### src/rtl/priority_scanner.sv
// priority_scanner: multi-cycle priority encoder. Accepts a WIDTH-bit vector
// over valid/ready, scans it CHUNK bits per cycle (MSB end or LSB end first)
// and reports the 1-based position of the first set bit, a found flag and an
// all-ones flag. Early exit on the first nonzero chunk.
module priority_scanner #(
    parameter int WIDTH     = 40,
    parameter int CHUNK     = 10,
    parameter bit LSB_FIRST = 1'b0,
    parameter int POS_W     = $clog2(WIDTH + 1)
) (
    input  logic             clk,
    input  logic             reset,
    input  logic             in_valid,
    output logic             in_ready,
    input  logic [WIDTH-1:0] in_data,
    output logic             out_valid,
    input  logic             out_ready,
    output logic [POS_W-1:0] out_pos,
    output logic             out_found,
    output logic             out_all_set
);

    localparam int NCHUNK = WIDTH / CHUNK;
    localparam int KW     = (NCHUNK > 1) ? $clog2(NCHUNK) : 1;
    localparam int IW     = (CHUNK > 1) ? $clog2(CHUNK) : 1;

    typedef enum logic [1:0] {
        IDLE = 2'd0,
        SCAN = 2'd1,
        DONE = 2'd2
    } state_t;

    state_t           state_q, state_d;
    logic [WIDTH-1:0] data_q, data_d;
    logic             all_set_q, all_set_d;
    logic [KW-1:0]    k_q, k_d;
    logic [POS_W-1:0] pos_q, pos_d;
    logic             found_q, found_d;
    logic             aset_q, aset_d;

    logic [POS_W-1:0] base;
    logic [POS_W-1:0] lo_bit;
    logic [CHUNK-1:0] chunk;
    logic [POS_W-1:0] chunk_pos;

    // Local index of the highest set bit in a chunk (0 if the chunk is zero).
    function automatic logic [IW-1:0] hi_idx(input logic [CHUNK-1:0] v);
        logic [IW-1:0] r;
        r = '0;
        for (int i = 0; i < CHUNK; i++) begin
            if (v[i]) r = IW'(i);
        end
        return r;
    endfunction

    // Local index of the lowest set bit in a chunk (0 if the chunk is zero).
    function automatic logic [IW-1:0] lo_idx(input logic [CHUNK-1:0] v);
        logic [IW-1:0] r;
        r = '0;
        for (int i = CHUNK - 1; i >= 0; i--) begin
            if (v[i]) r = IW'(i);
        end
        return r;
    endfunction

    // Select the chunk under examination and the absolute position its
    // reported bit would have; k*CHUNK never exceeds WIDTH-CHUNK, so every
    // intermediate fits in POS_W bits without wrapping.
    always_comb begin
        base = POS_W'(k_q) * POS_W'(CHUNK);
        if (LSB_FIRST) begin
            lo_bit    = base;
            chunk     = data_q[lo_bit +: CHUNK];
            chunk_pos = base + POS_W'(lo_idx(chunk)) + POS_W'(1);
        end else begin
            lo_bit    = POS_W'(WIDTH - CHUNK) - base;
            chunk     = data_q[lo_bit +: CHUNK];
            chunk_pos = POS_W'(WIDTH) - base - POS_W'(CHUNK - 1)
                        + POS_W'(hi_idx(chunk));
        end
    end

    // Next-state and result-register update for the IDLE/SCAN/DONE controller.
    always_comb begin
        state_d   = state_q;
        data_d    = data_q;
        all_set_d = all_set_q;
        k_d       = k_q;
        pos_d     = pos_q;
        found_d   = found_q;
        aset_d    = aset_q;
        case (state_q)
            IDLE: begin
                if (in_valid) begin
                    data_d    = in_data;
                    all_set_d = &in_data;
                    k_d       = '0;
                    state_d   = SCAN;
                end
            end
            SCAN: begin
                if (|chunk) begin
                    pos_d   = chunk_pos;
                    found_d = 1'b1;
                    aset_d  = all_set_q;
                    state_d = DONE;
                end else if (k_q == KW'(NCHUNK - 1)) begin
                    pos_d   = '0;
                    found_d = 1'b0;
                    aset_d  = 1'b0;
                    state_d = DONE;
                end else begin
                    k_d = k_q + KW'(1);
                end
            end
            DONE: begin
                if (out_ready) state_d = IDLE;
            end
            default: state_d = IDLE;
        endcase
    end

    // State and result registers; reset aborts any operation in flight.
    always_ff @(posedge clk) begin
        if (reset) begin
            state_q   <= IDLE;
            data_q    <= '0;
            all_set_q <= 1'b0;
            k_q       <= '0;
            pos_q     <= '0;
            found_q   <= 1'b0;
            aset_q    <= 1'b0;
        end else begin
            state_q   <= state_d;
            data_q    <= data_d;
            all_set_q <= all_set_d;
            k_q       <= k_d;
            pos_q     <= pos_d;
            found_q   <= found_d;
            aset_q    <= aset_d;
        end
    end

    assign in_ready    = (state_q == IDLE);
    assign out_valid   = (state_q == DONE);
    assign out_pos     = pos_q;
    assign out_found   = found_q;
    assign out_all_set = aset_q;

endmodule

### config.mk
export PLATFORM = sky130hd
export DESIGN_NAME = priority_scanner
export DESIGN_NICKNAME = d
export VERILOG_FILES = /design/src/rtl/priority_scanner.sv
export SDC_FILE = /design/constraint.sdc
export NUM_CORES = 1
export LEC_CHECK = 0
export ABC_AREA = 0
export CAP_MARGIN = 15
export CORE_ASPECT_RATIO = 0.9
export CORE_MARGIN = 4
export CORE_UTILIZATION = 45
export DETAILED_ROUTE_END_ITERATION = 10
export MAX_ROUTING_LAYER = met4
export PLACE_DENSITY = 0.72
export SLEW_MARGIN = 20
export SYNTH_ARGS = -nofsm -noshare
export SYNTH_HDL_FRONTEND = slang
export SYNTH_SLANG_ARGS = --single-unit
### constraint.sdc
create_clock -name clk -period 4.8 [get_ports clk]
set_clock_uncertainty 0.1 [all_clocks]
set_input_delay 1.44 -clock clk [delete_from_list [all_inputs] [get_ports clk]]
set_output_delay 1.44 -clock clk [all_outputs]
set_load 0.05 [all_outputs]
# == Word-level counts from Yosys, hierarchy flattened ==
# Cells that the tools add are included.
# word_totals
word_cells,54
inputBits,44
output_inout_bits,10
register_bits,53
# op_classes
shifts,1
n_mux,23
multipliers,1
eq_ne,8
add_sub_neg,5
reduce_logical,9
# ops
cell,count
$reduce_and 40->1,1
$shiftx 40x7->10,1
$mux 4,8
$mux 2,7
$mux 6,2
$reduce_or 10->1,1
$add 6x4->6,1
$ne 2x2->1 const B,3
$pmux 2 s3,1
$sub 5x6->6 const A,1
$sub 6x4->6 const B,1
$sub 6x6->6 const A,1
$mul 2x3->5 const B,1
$eq 2x2->1 const B,2
$mux 1,4
$pmux 2 s2,1
$reduce_and 2->1,2
$reduce_and 4->1,1
$reduce_bool 2->1,2
$ne 3x3->1 const B,1
$reduce_and 3->1,1
$add 2x1->2 const B,1
$eq 2x1->1 const B,1
$logic_not 2->1,1
$ne 2x1->1 const B,1

# == Depth between registers and ports, before layout ==
# Gate-level depths: netlist of run 1.
# depth
word_depth,14
ltp_mapped,14
depth_no_buf,12

# == Worst setup path after synthesis of run 1 ==
# Ideal clock, no wire load.
# synth_path
path_kind,reg-to-reg
start,register k_q[1]
end,register pos_q[3] (netlist: out_pos[3])
path_stages_with_launch,10
setup_time_ns,0.122
required_ns,4.578
path_slack_ns,2.019
arrival_time_ns,2.559
path_cell_list,dfxtp_1 > buf_6 > mux4_1 > nor4_4 > nor2_1 > ha_1 > or4_1 > o22a_1 > xnor2_1 > o21ai_1
# synth_via
elab_chain_cells,14
word_cells_on_any_way,20
# synth_rtl
element,line,text
start: declaration,36,"logic [KW-1:0] k_q, k_d;"
start signal: assignment,137,k_q <= k_d;
$mul 2x3->5,70,base = POS_W'(k_q) * POS_W'(CHUNK);
$sub 5x6->6,76,lo_bit = POS_W'(WIDTH - CHUNK) - base;
$shiftx 40x7->10,77,chunk = data_q[lo_bit +: CHUNK];
$mux 1,51,if (v[i]) r = IW'(i);
$mux 4 (8 in a row),51,
$add 6x4->6,79,+ POS_W'(hi_idx(chunk));
$mux 6,102,if (|chunk) begin
end signal: assignment,138,pos_q <= pos_d;
end: declaration,37,"logic [POS_W-1:0] pos_q, pos_d;"
# Several ways; a longest one is shown, not always the timed one.
# A chain may end at the register's enable or synchronous reset.

# == Worst setup path after layout of run 1 ==
# layout_path
start,register k_q[1]
end,register pos_q[5] (netlist: out_pos[5])
# Same word-level chain as after synthesis.

==> results of run 1 <==
-- cell type report --
class | count | area, um2 | area share (%)
flip-flops and latches | 53 | 1060 | 33.8
clock buffers | 5 | 68.8 | 2.19
inverters | 7 | 26.3 | 0.836
well taps | 67 | 83.8 | 2.67
multi-input cells | 214 | 1320 | 42.1
repair buffers | 55 | 546 | 17.4
clock inverters | 2 | 35.0 | 1.11
-- state kept, by name, summed over array words and instances, names as in the netlist --
signal and cells:
out_all_set 1, out_found 1, out_pos 6, k_q 2, all_set_q 1, state_q 2, data_q 40
-- cells by family after synthesis --
family	after synthesis
xor gates and xnor gates	3
adders and majority gates	5
DFF	53
muxes	12
and+or+nand+nor	136
AOI/OAI and AO/OA	58
buffers and inverters	24
-- per-stage QoR --
step,worst slack (ns),instances,power (mW),hold WS [ns]
floorplan,2.02,291,0.720,0.329
global placement,1.49,396,0.812,0.329
detailed placement,1.40,396,0.821,0.341
CTS,1.39,403,1.11,0.355
global route,1.22,403,1.16,0.379
finish,1.41,403,1.10,0.350
-- synthesized netlist by cell type, types with 2 or more instances --
cell type	instances
o31ai_1	2
inv_1	7
mux4_2	5
nor4_1	2
nand2b_1	3
nor2_2	2
clkbuf_8	2
nor2b_1	2
nand4_1	11
dfxtp_1	53
a21oi_1	43
mux2i_1	2
clkbuf_1	12
o21ai_0	4
mux4_1	5
xnor2_1	2
nor4_4	2
ha_1	4
nor2_1	17
nand2_1	91
buf_6	2
-- placed cells by master, fill, tap and decap left out, drive strengths merged, types with 3 or more instances in the layout --
cell | netlist | final
clkbuf | 14 | 5
mux4 | 10 | 10
nand4 | 11 | 11
nor4 | 4 | 4
inv | 7 | 7
o31ai | 3 | 3
o21ai | 5 | 5
dfxtp | 53 | 53
nand2 | 92 | 92
nand2b | 3 | 3
ha | 4 | 4
nor2 | 19 | 19
clkdlybuf4s50 | 0 | 53
a21oi | 43 | 43
-- worst reg2reg max path: stages, from the launching register on --
cell	delay [ns]
dfxtp_1	0.83
mux4_1	0.74
nor4_4	0.36
nor2_1	0.08
ha_1	0.21
or4_1	0.52
o22a_1	0.22
nor2_1	0.13
o41ai_2	0.07
-- power breakdown --
group	total (mW)	switching [mW]	internal, mW
Combinational	0.307	0.174	0.133
Sequential	0.502	0.0251	0.477
Clock	0.294	0.142	0.152
Total	1.10	0.341	0.762
-- path summary, 6_finish.rpt --
check / startpoint / to / slack [ns]
max: k_q[1] / out_pos[5] / 1.41
min: out_found / out_found / 0.35
max reg2reg: k_q[1] / out_pos[5] / 1.41
min reg2reg: out_found / out_found / 0.35
-- routing by layer --
| layer | wire, um | vias to the layer above |
|---|---|---|
| met5 | 0 | - |
| met4 | 67 | 0 |
| met3 | 403 | 7 |
| met2 | 2620 | 65 |
| met1 | 2920 | 1002 |
| li1 | - | 1092 |
==> results.py, run 1 <==
metrics = {
    "timing": {
        "worst_pin_slew_ns": 0.796,
        "timing.final.crit_share_pct": 70.6,
        "tns_ns": 0,
        "rsz0062_at_grt": "false",
        "hold_violations": 0,
        "period_needed_ns": 3.39,
        "finalMaxSlewViolations": 0,
        "finalSetupViolCount": 0,
        "max_freq_mhz": 295,
        "max-slew-margin-rel_pct": 46.7,
    },
    "clock_network": {
        "cts-resized-gates": 0,
        "cts_root_buf": "clkbuf_8",
        "clk_latency_ns": 0.30,
        "clockBufferDepth": 2,
        "clkSlewWorstSetupHoldPaths_ns": 0.10,
        "cts_setup_buffers": 0,
        "htree_levels": 2,
        "cts.hold.buffers_added": 0,
        "numCtsBuffers": 5,
        "numClockSinks": 53,
        "tritoncts": "built",
    },
    "critical_path": {
        "worstPathMaxFanout": 15,
        "crit_path_end_kind": "flop",
        "crit_top_cell": "nor2_1",
        "reg2reg_depth": 8,
        "worstPathRequired_ns": 4.87,
        "path_buf_inv": 0,
        "crit_slowest_cell": "dfxtp_1",
        "start_kind": "flop",
        "crit_type": "flop to flop",
        "max_stage_delay_ns": 0.83,
        "arrival_ns": 3.46,
        "cp_top_family": "simple AND/OR/NAND/NOR gates",
        "cp_cell_sequence": "mux4_1 > nor4_4 > nor2_1 > ha_1 > or4_1 > o22a_1 > nor2_1 > o41ai_2",
        "critical_path_depth": 8,
    },
    "logic_synthesis": {
        "synth.mux.area_fraction_pct": 10.5,
        "synth_xor_area_share_pct": 1.04,
        "synth_top_area_share_pct": 42.0,
        "ys.flop_type": "dfxtp_1",
        "synth_top_family_by_area": "simple AND/OR/NAND/NOR gates",
        "synth_compound_area_share_pct": 13.6,
        "ys_seq_area_share_pct": 42.0,
        "syn_inst": 291,
        "ys_types": 39,
        "synth_area_per_cell_um2": 8.68,
        "async_flop_share_pct": 0,
        "synth_warnings": 0,
        "synth.largest_area_cell": "dfxtp_1",
        "synth-seq-cells": 53,
        "synthAdderAreaFrac_pct": 2.78,
        "synth_edf_count": 0,
        "synth-simple-area-share_pct": 24.5,
        "netlist_area_um2": 2520,
        "yosys-top-cells-area": "dfxtp_1 (42%), nand2_1 (14%), a21oi_1 (8.5%), mux4_1 (5.2%), mux4_2 (4.5%)",
        "synth_nets": 340,
    },
    "finish": {
        "nets": 385,
        "final_area_um2": 3140,
        "diodes": 0,
        "syn2layout_area_growth_pct": 24.5,
        "final_core_util_pct": 58.8,
        "final_layout_size_suffix_gt1_share_pct": 6.55,
        "n_fill_cell": 478,
    },
    "power_and_ir_drop": {
        "power.density_nw_per_um2": 351,
        "p_leak_nw": 1.17,
        "vdd_drop_max_uv": 224,
    },
    "global_routing": {
        "use_met2_pct": 27.6,
        "use_met3_pct": 3.22,
        "grt_usage_pct": 18.8,
        "top_usage_layer": "met2",
        "antenna_found_initial": 0,
        "grt_pass1_vias": 2039,
        "grt_overflow": 0,
        "gr-usage-met1_pct": 26.6,
        "grt_pass1_wl_mm": 9.78,
        "grt_max_degree": 48,
    },
    "worst_hold_path": {
        "hold_path_class": "flop to flop",
        "whs_path_depth": 2,
    },
    "job": {
        "maxCapViolations": 0,
    },
    "route": {
        "via_per_inst": 5.37,
        "num_vias": 2166,
        "drtIter0Drc": 165,
        "drtAntennaViolNets": 0,
        "route.detailed.drc": 0,
        "first_pass_iters": 4,
        "avgRoutedWirePerCell_um": 14.9,
        "wl_mm": 6.01,
    },
    "floorplanning": {
        "start_util_pct": 47.2,
        "rows": 25,
        "die_w_um": 87.0,
        "io_pins": 54,
        "dieArea_um2": 6880,
        "coreArea_um2": 5350,
        "dieHeight_um": 79.1,
    },
    "place": {
        "hpwl_mm": 4.57,
        "port_buffers": 53,
        "gp_congestion": 0.892,
        "place_area_um2": 3040,
    },
    "outcome": {
        "status": "complete, no violations",
    },
}
(Power assumes the default switching activity.)
==> run 2, diff against run 1 <==
PLACE_DENSITY = 0.75   (was 0.72)
clock period = 3.1 ns   (was 4.8 ns; I/O delays follow)
==> results.py, run 2 (same netlist as run 1, synthesis figures left out) <==
metrics = {
    "outcome": {
        "status": "complete, no violations",
    },
    "finish": {
        "nets": 393,
        "largest_register_ffs": 40,
        "diodes": 0,
        "top_register": "data_q",
        "final_cells": 411,
        "layout_commonest_cell": "nand2_1",
        "layout_common_cells": "nand2_1 (91), clkdlybuf4s50_1 (53), dfxtp_1 (52)",
        "syn2layout_area_growth_pct": 27.6,
        "n_fill_cell": 486,
        "final_layout_size_suffix_gt1_share_pct": 9.30,
    },
    "timing": {
        "worst_pin_slew_ns": 0.494,
        "finalMaxSlewViolations": 0,
        "period_needed_ns": 2.89,
        "finalSetupViolCount": 0,
        "hold_violations": 0,
        "tns_ns": 0,
        "max_freq_mhz": 346,
        "timing.final.crit_share_pct": 93.3,
        "rsz0062_at_grt": "false",
        "max-slew-margin-rel_pct": 67.0,
    },
    "place": {
        "dp.cells": 403,
        "gp_congestion": 0.943,
        "port_buffers": 53,
        "hpwl_mm": 4.76,
    },
    "global_routing": {
        "grt_usage_pct": 19.0,
        "grt_max_degree": 41,
        "grt_pass1_wl_mm": 9.96,
        "antenna_found_initial": 0,
        "grt_pass1_vias": 2155,
        "grt_overflow": 0,
    },
    "floorplanning": {
        "io_pins": 54,
        "rows": 25,
        "dieArea_um2": 6880,
        "start_util_pct": 47.2,
        "coreArea_um2": 5350,
        "dieHeight_um": 79.1,
        "die_w_um": 87.0,
    },
    "clock_network": {
        "clockBufferDepth": 2,
        "htree_levels": 2,
        "cts.hold.buffers_added": 0,
        "clk_latency_ns": 0.30,
        "clkSlewWorstSetupHoldPaths_ns": 0.09,
        "tritoncts": "built",
        "numCtsBuffers": 5,
        "cts_root_buf": "clkbuf_8",
        "numClockSinks": 53,
    },
    "critical_path": {
        "startpoint": "k_q[1]",
        "cp_cell_sequence": "buf_12 > mux4_2 > nor4_4 > nor2_1 > ha_1 > or4_1 > o22a_1 > xnor2_1 > o21ai_1",
        "max_stage_delay_ns": 0.57,
        "worstPathRequired_ns": 3.18,
        "crit_slowest_cell": "mux4_2",
        "crit_type": "flop to flop",
        "timing.rr.start": "k_q[1]",
        "arrival_ns": 2.98,
        "worstPathMaxFanout": 9,
        "start_kind": "flop",
        "crit_path_end_kind": "flop",
    },
    "worst_hold_path": {
        "holdCritStartpoint": "out_found",
        "hold_path_class": "flop to flop",
    },
    "route": {
        "avgRoutedWirePerCell_um": 14.7,
        "wl_mm": 6.05,
        "via_per_inst": 5.46,
        "route.detailed.drc": 0,
        "num_vias": 2246,
        "drtAntennaViolNets": 0,
        "first_pass_iters": 4,
        "drtIter0Drc": 103,
    },
    "power_and_ir_drop": {
        "vdd_drop_max_uv": 352,
        "power.density_nw_per_um2": 531,
        "p_total_mw": 1.71,
        "p_leak_nw": 1.21,
    },
    "job": {
        "maxCapViolations": 0,
    },
}
-- run 2: final timing paths --
path | slack [ns] | cells past startpoint | end
setup / recovery | 0.21 | 9 | out_pos[3]
hold / removal | 0.35 | 2 | out_found
setup reg to reg | 0.21 | 9 | out_pos[3]
hold reg to reg | 0.35 | 2 | out_found
-- run 2: report_power, final --
group | internal (mW) | leakage (nW) | switching, mW
Combinational | 0.219 | 0.724 | 0.277
Clock | 0.235 | 0.0540 | 0.206
Sequential | 0.739 | 0.435 | 0.0361
Total | 1.19 | 1.21 | 0.519
-- run 2: per-stage QoR --
stage	hold WS [ns]	setup slack [ns]	cell area [um2]	utilization, %
final	0.347	0.209	3220	60.2
after global placement	0.330	0.165	3100	58.0
after floorplan	0.329	0.319	2520	-
after detailed placement	0.337	0.117	3100	58.0
after CTS	0.350	0.0911	3210	60.0
after global routing	0.378	0.0456	3220	60.2
-- run 2: repair_timing --
| action | CTS | global route |
|---|---|---|
| setup buffers | 0 | 1 |
| setup endpoints to repair | 0 | 3 |
| resized for setup | 0 | 2 |
-- run 2: layout make-up --
type                       count  area (um2)  area share (%)
clock buffer                   5        68.8            2.14
clock inverter                 2        35.0            1.09
inverter                       7        26.3           0.816
multi-input combinational    214        1330            41.2
sequential                    53        1060            33.0
tap                           67        83.8            2.60
timing repair buffer          63         618            19.2
-- run 2: metal layers --
| layer | vias up | routed length, um | track usage (%) |
|---|---|---|---|
| met4 | 0 | 97 | 5.45 |
| met1 | 1058 | 2800 | 26.1 |
| li1 | 1110 | - | - |
| met5 | - | 0 | - |
| met3 | 10 | 437 | 3.73 |
| met2 | 68 | 2720 | 28.7 |
-- run 2: worst max-delay path, delay by kind of cell, from the launching register on --
family | cells | cell delay, ns
compound gates | 2 | 0.31
buf+inv | 1 | 0.14
xor+xnor | 1 | 0.15
flops | 1 | 0.38
fa+ha+maj | 1 | 0.21
mux | 1 | 0.57
simple gates | 3 | 0.93
==> run 3, diff against run 2 <==
PLACE_DENSITY = 0.72   (was 0.75)
clock period = 3.4 ns   (was 3.1 ns; I/O delays follow)
==> results.py, run 3 (same netlist as run 1, synthesis figures left out) <==
metrics = {
    "power_and_ir_drop": {
        "p_total_mw": 1.57,
        "p_leak_nw": 1.20,
        "vdd_drop_max_uv": 284,
        "power.density_nw_per_um2": 492,
    },
    "place": {
        "hpwl_mm": 4.67,
        "dp.cells": 402,
        "port_buffers": 53,
        "gp_congestion": 0.871,
    },
    "timing": {
        "rsz0062_at_grt": "false",
        "max_freq_mhz": 324,
        "timing.final.crit_share_pct": 90.7,
        "finalSetupViolCount": 0,
        "finalMaxSlewViolations": 0,
        "tns_ns": 0,
        "max-slew-margin-rel_pct": 62.1,
        "period_needed_ns": 3.08,
        "hold_violations": 0,
        "worst_pin_slew_ns": 0.566,
    },
    "floorplanning": {
        "coreArea_um2": 5350,
        "dieArea_um2": 6880,
        "die_w_um": 87.0,
        "rows": 25,
        "dieHeight_um": 79.1,
        "io_pins": 54,
        "start_util_pct": 47.2,
    },
    "clock_network": {
        "cts_root_buf": "clkbuf_8",
        "numClockSinks": 53,
        "numCtsBuffers": 5,
        "cts.hold.buffers_added": 0,
        "htree_levels": 2,
        "cts_setup_buffers": 0,
        "clockBufferDepth": 2,
        "cts-resized-gates": 0,
        "clk_latency_ns": 0.30,
        "clkSlewWorstSetupHoldPaths_ns": 0.10,
        "tritoncts": "built",
    },
    "finish": {
        "top_register": "data_q",
        "syn2layout_area_growth_pct": 26.7,
        "largest_register_ffs": 40,
        "layout_commonest_cell": "nand2_1",
        "diodes": 0,
        "nets": 391,
        "final_cells": 410,
        "final_layout_size_suffix_gt1_share_pct": 8.45,
        "n_fill_cell": 479,
        "layout_common_cells": "nand2_1 (91), dfxtp_1 (53), clkdlybuf4s50_1 (53)",
    },
    "critical_path": {
        "crit_path_end_kind": "flop",
        "startpoint": "k_q[1]",
        "timing.rr.start": "k_q[1]",
        "rrSetupSlack_ns": 0.32,
        "arrival_ns": 3.18,
        "start_kind": "flop",
        "worstPathMaxFanout": 8,
        "crit_slowest_cell": "mux4_1",
        "crit_type": "flop to flop",
        "max_stage_delay_ns": 0.70,
        "path_buf_inv": 0,
        "cp_top_family": "simple AND/OR/NAND/NOR gates",
        "cp_cell_sequence": "mux4_1 > nor4_4 > nor2_1 > ha_1 > or4_1 > o22a_1 > xnor2_1 > o21ai_1",
        "reg2reg_to": "out_pos[3]",
        "reg2reg_depth": 8,
        "worstPathRequired_ns": 3.49,
    },
    "route": {
        "drtAntennaViolNets": 0,
        "num_vias": 2182,
        "wl_met2_mm": 2.63,
        "route.met3.wl_um": 386,
        "route.detailed.drc": 0,
        "via_per_inst": 5.32,
        "met1_length_mm": 2.83,
        "drtIter0Drc": 80,
        "first_pass_iters": 4,
        "avgRoutedWirePerCell_um": 14.5,
        "dr.max_layer_used": "met4",
        "wl_mm": 5.94,
    },
    "worst_hold_path": {
        "whs_path_depth": 2,
        "whs_endpoint": "out_found",
        "holdCritStartpoint": "out_found",
        "hold_path_class": "flop to flop",
    },
    "global_routing": {
        "grt_pass1_wl_mm": 9.72,
        "grt_pass1_vias": 2042,
        "grt_usage_pct": 18.4,
        "antenna_found_initial": 0,
        "grt_overflow": 0,
        "grt_max_degree": 35,
    },
    "job": {
        "maxCapViolations": 0,
    },
    "outcome": {
        "status": "complete, no violations",
    },
}
run 3: cell count changes in the layout (fill, tap and decap cells not counted):
| cell | previous run | this run |
|---|---|---|
| a211oi_1 | 0 | 1 |
| a211oi_2 | 1 | 0 |
| buf_12 | 1 | 0 |
| buf_4 | 9 | 8 |
| clkinv_2 | 1 | 0 |
| clkinv_4 | 0 | 1 |
| clkinvlp_4 | 0 | 1 |
| dfxtp_1 | 52 | 53 |
| dfxtp_2 | 1 | 0 |
run 3: through the flow:
step	hold slack [ns]	setup slack (ns)	utilization, %	area, um2
after detailed placement	0.336	0.321	57.7	3080
final	0.347	0.315	59.8	3200
after CTS	0.351	0.311	59.8	3200
after floorplan	0.329	0.619	-	2520
after global placement	0.330	0.398	57.7	3080
after global routing	0.384	0.111	59.8	3200
run 3: worst max-delay path by stage:
stage | end | slack, ns | cells after the start
after global routing | out_pos[3] | 0.11 | 8
after floorplan | out_pos[3] | 0.62 | 9
after detailed placement | out_pos[3] | 0.32 | 8
after global placement | out_pos[3] | 0.40 | 8
final | out_pos[3] | 0.32 | 8
after CTS | out_pos[3] | 0.31 | 8
run 3: layout make-up:
type                            instances  area [um2]  share of cell area (%)
Tap cell                               67        83.8                    2.62
Clock buffer                            5        68.8                    2.15
Sequential cell                        53        1060                    33.2
Clock inverter                          3        46.3                    1.45
Inverter                                7        26.3                   0.821
Multi-Input combinational cell        214        1320                    41.3
Timing Repair Buffer                   61         591                    18.5
run 3: routing by layer:
metal / GRT usage [%] / vias up
met2: 27.7 / 63
met5: - / -
met3: 3.53 / 10
li1: - / 1105
met1: 25.6 / 1004
met4: 4.67 / 0
run 3: power by group:
group          leakage (nW)  switching [mW]  internal (mW)
Sequential            0.434          0.0336          0.674
Clock                0.0543           0.206          0.220
Combinational         0.709           0.247          0.194
run 3: worst reg2reg max path: stages, from the launching register on:
cell and delay [ns]:
dfxtp_1 0.58, mux4_1 0.70, nor4_4 0.35, nor2_1 0.07, ha_1 0.21, or4_1 0.52, o22a_1 0.23, xnor2_1 0.15
o21ai_1 0.07
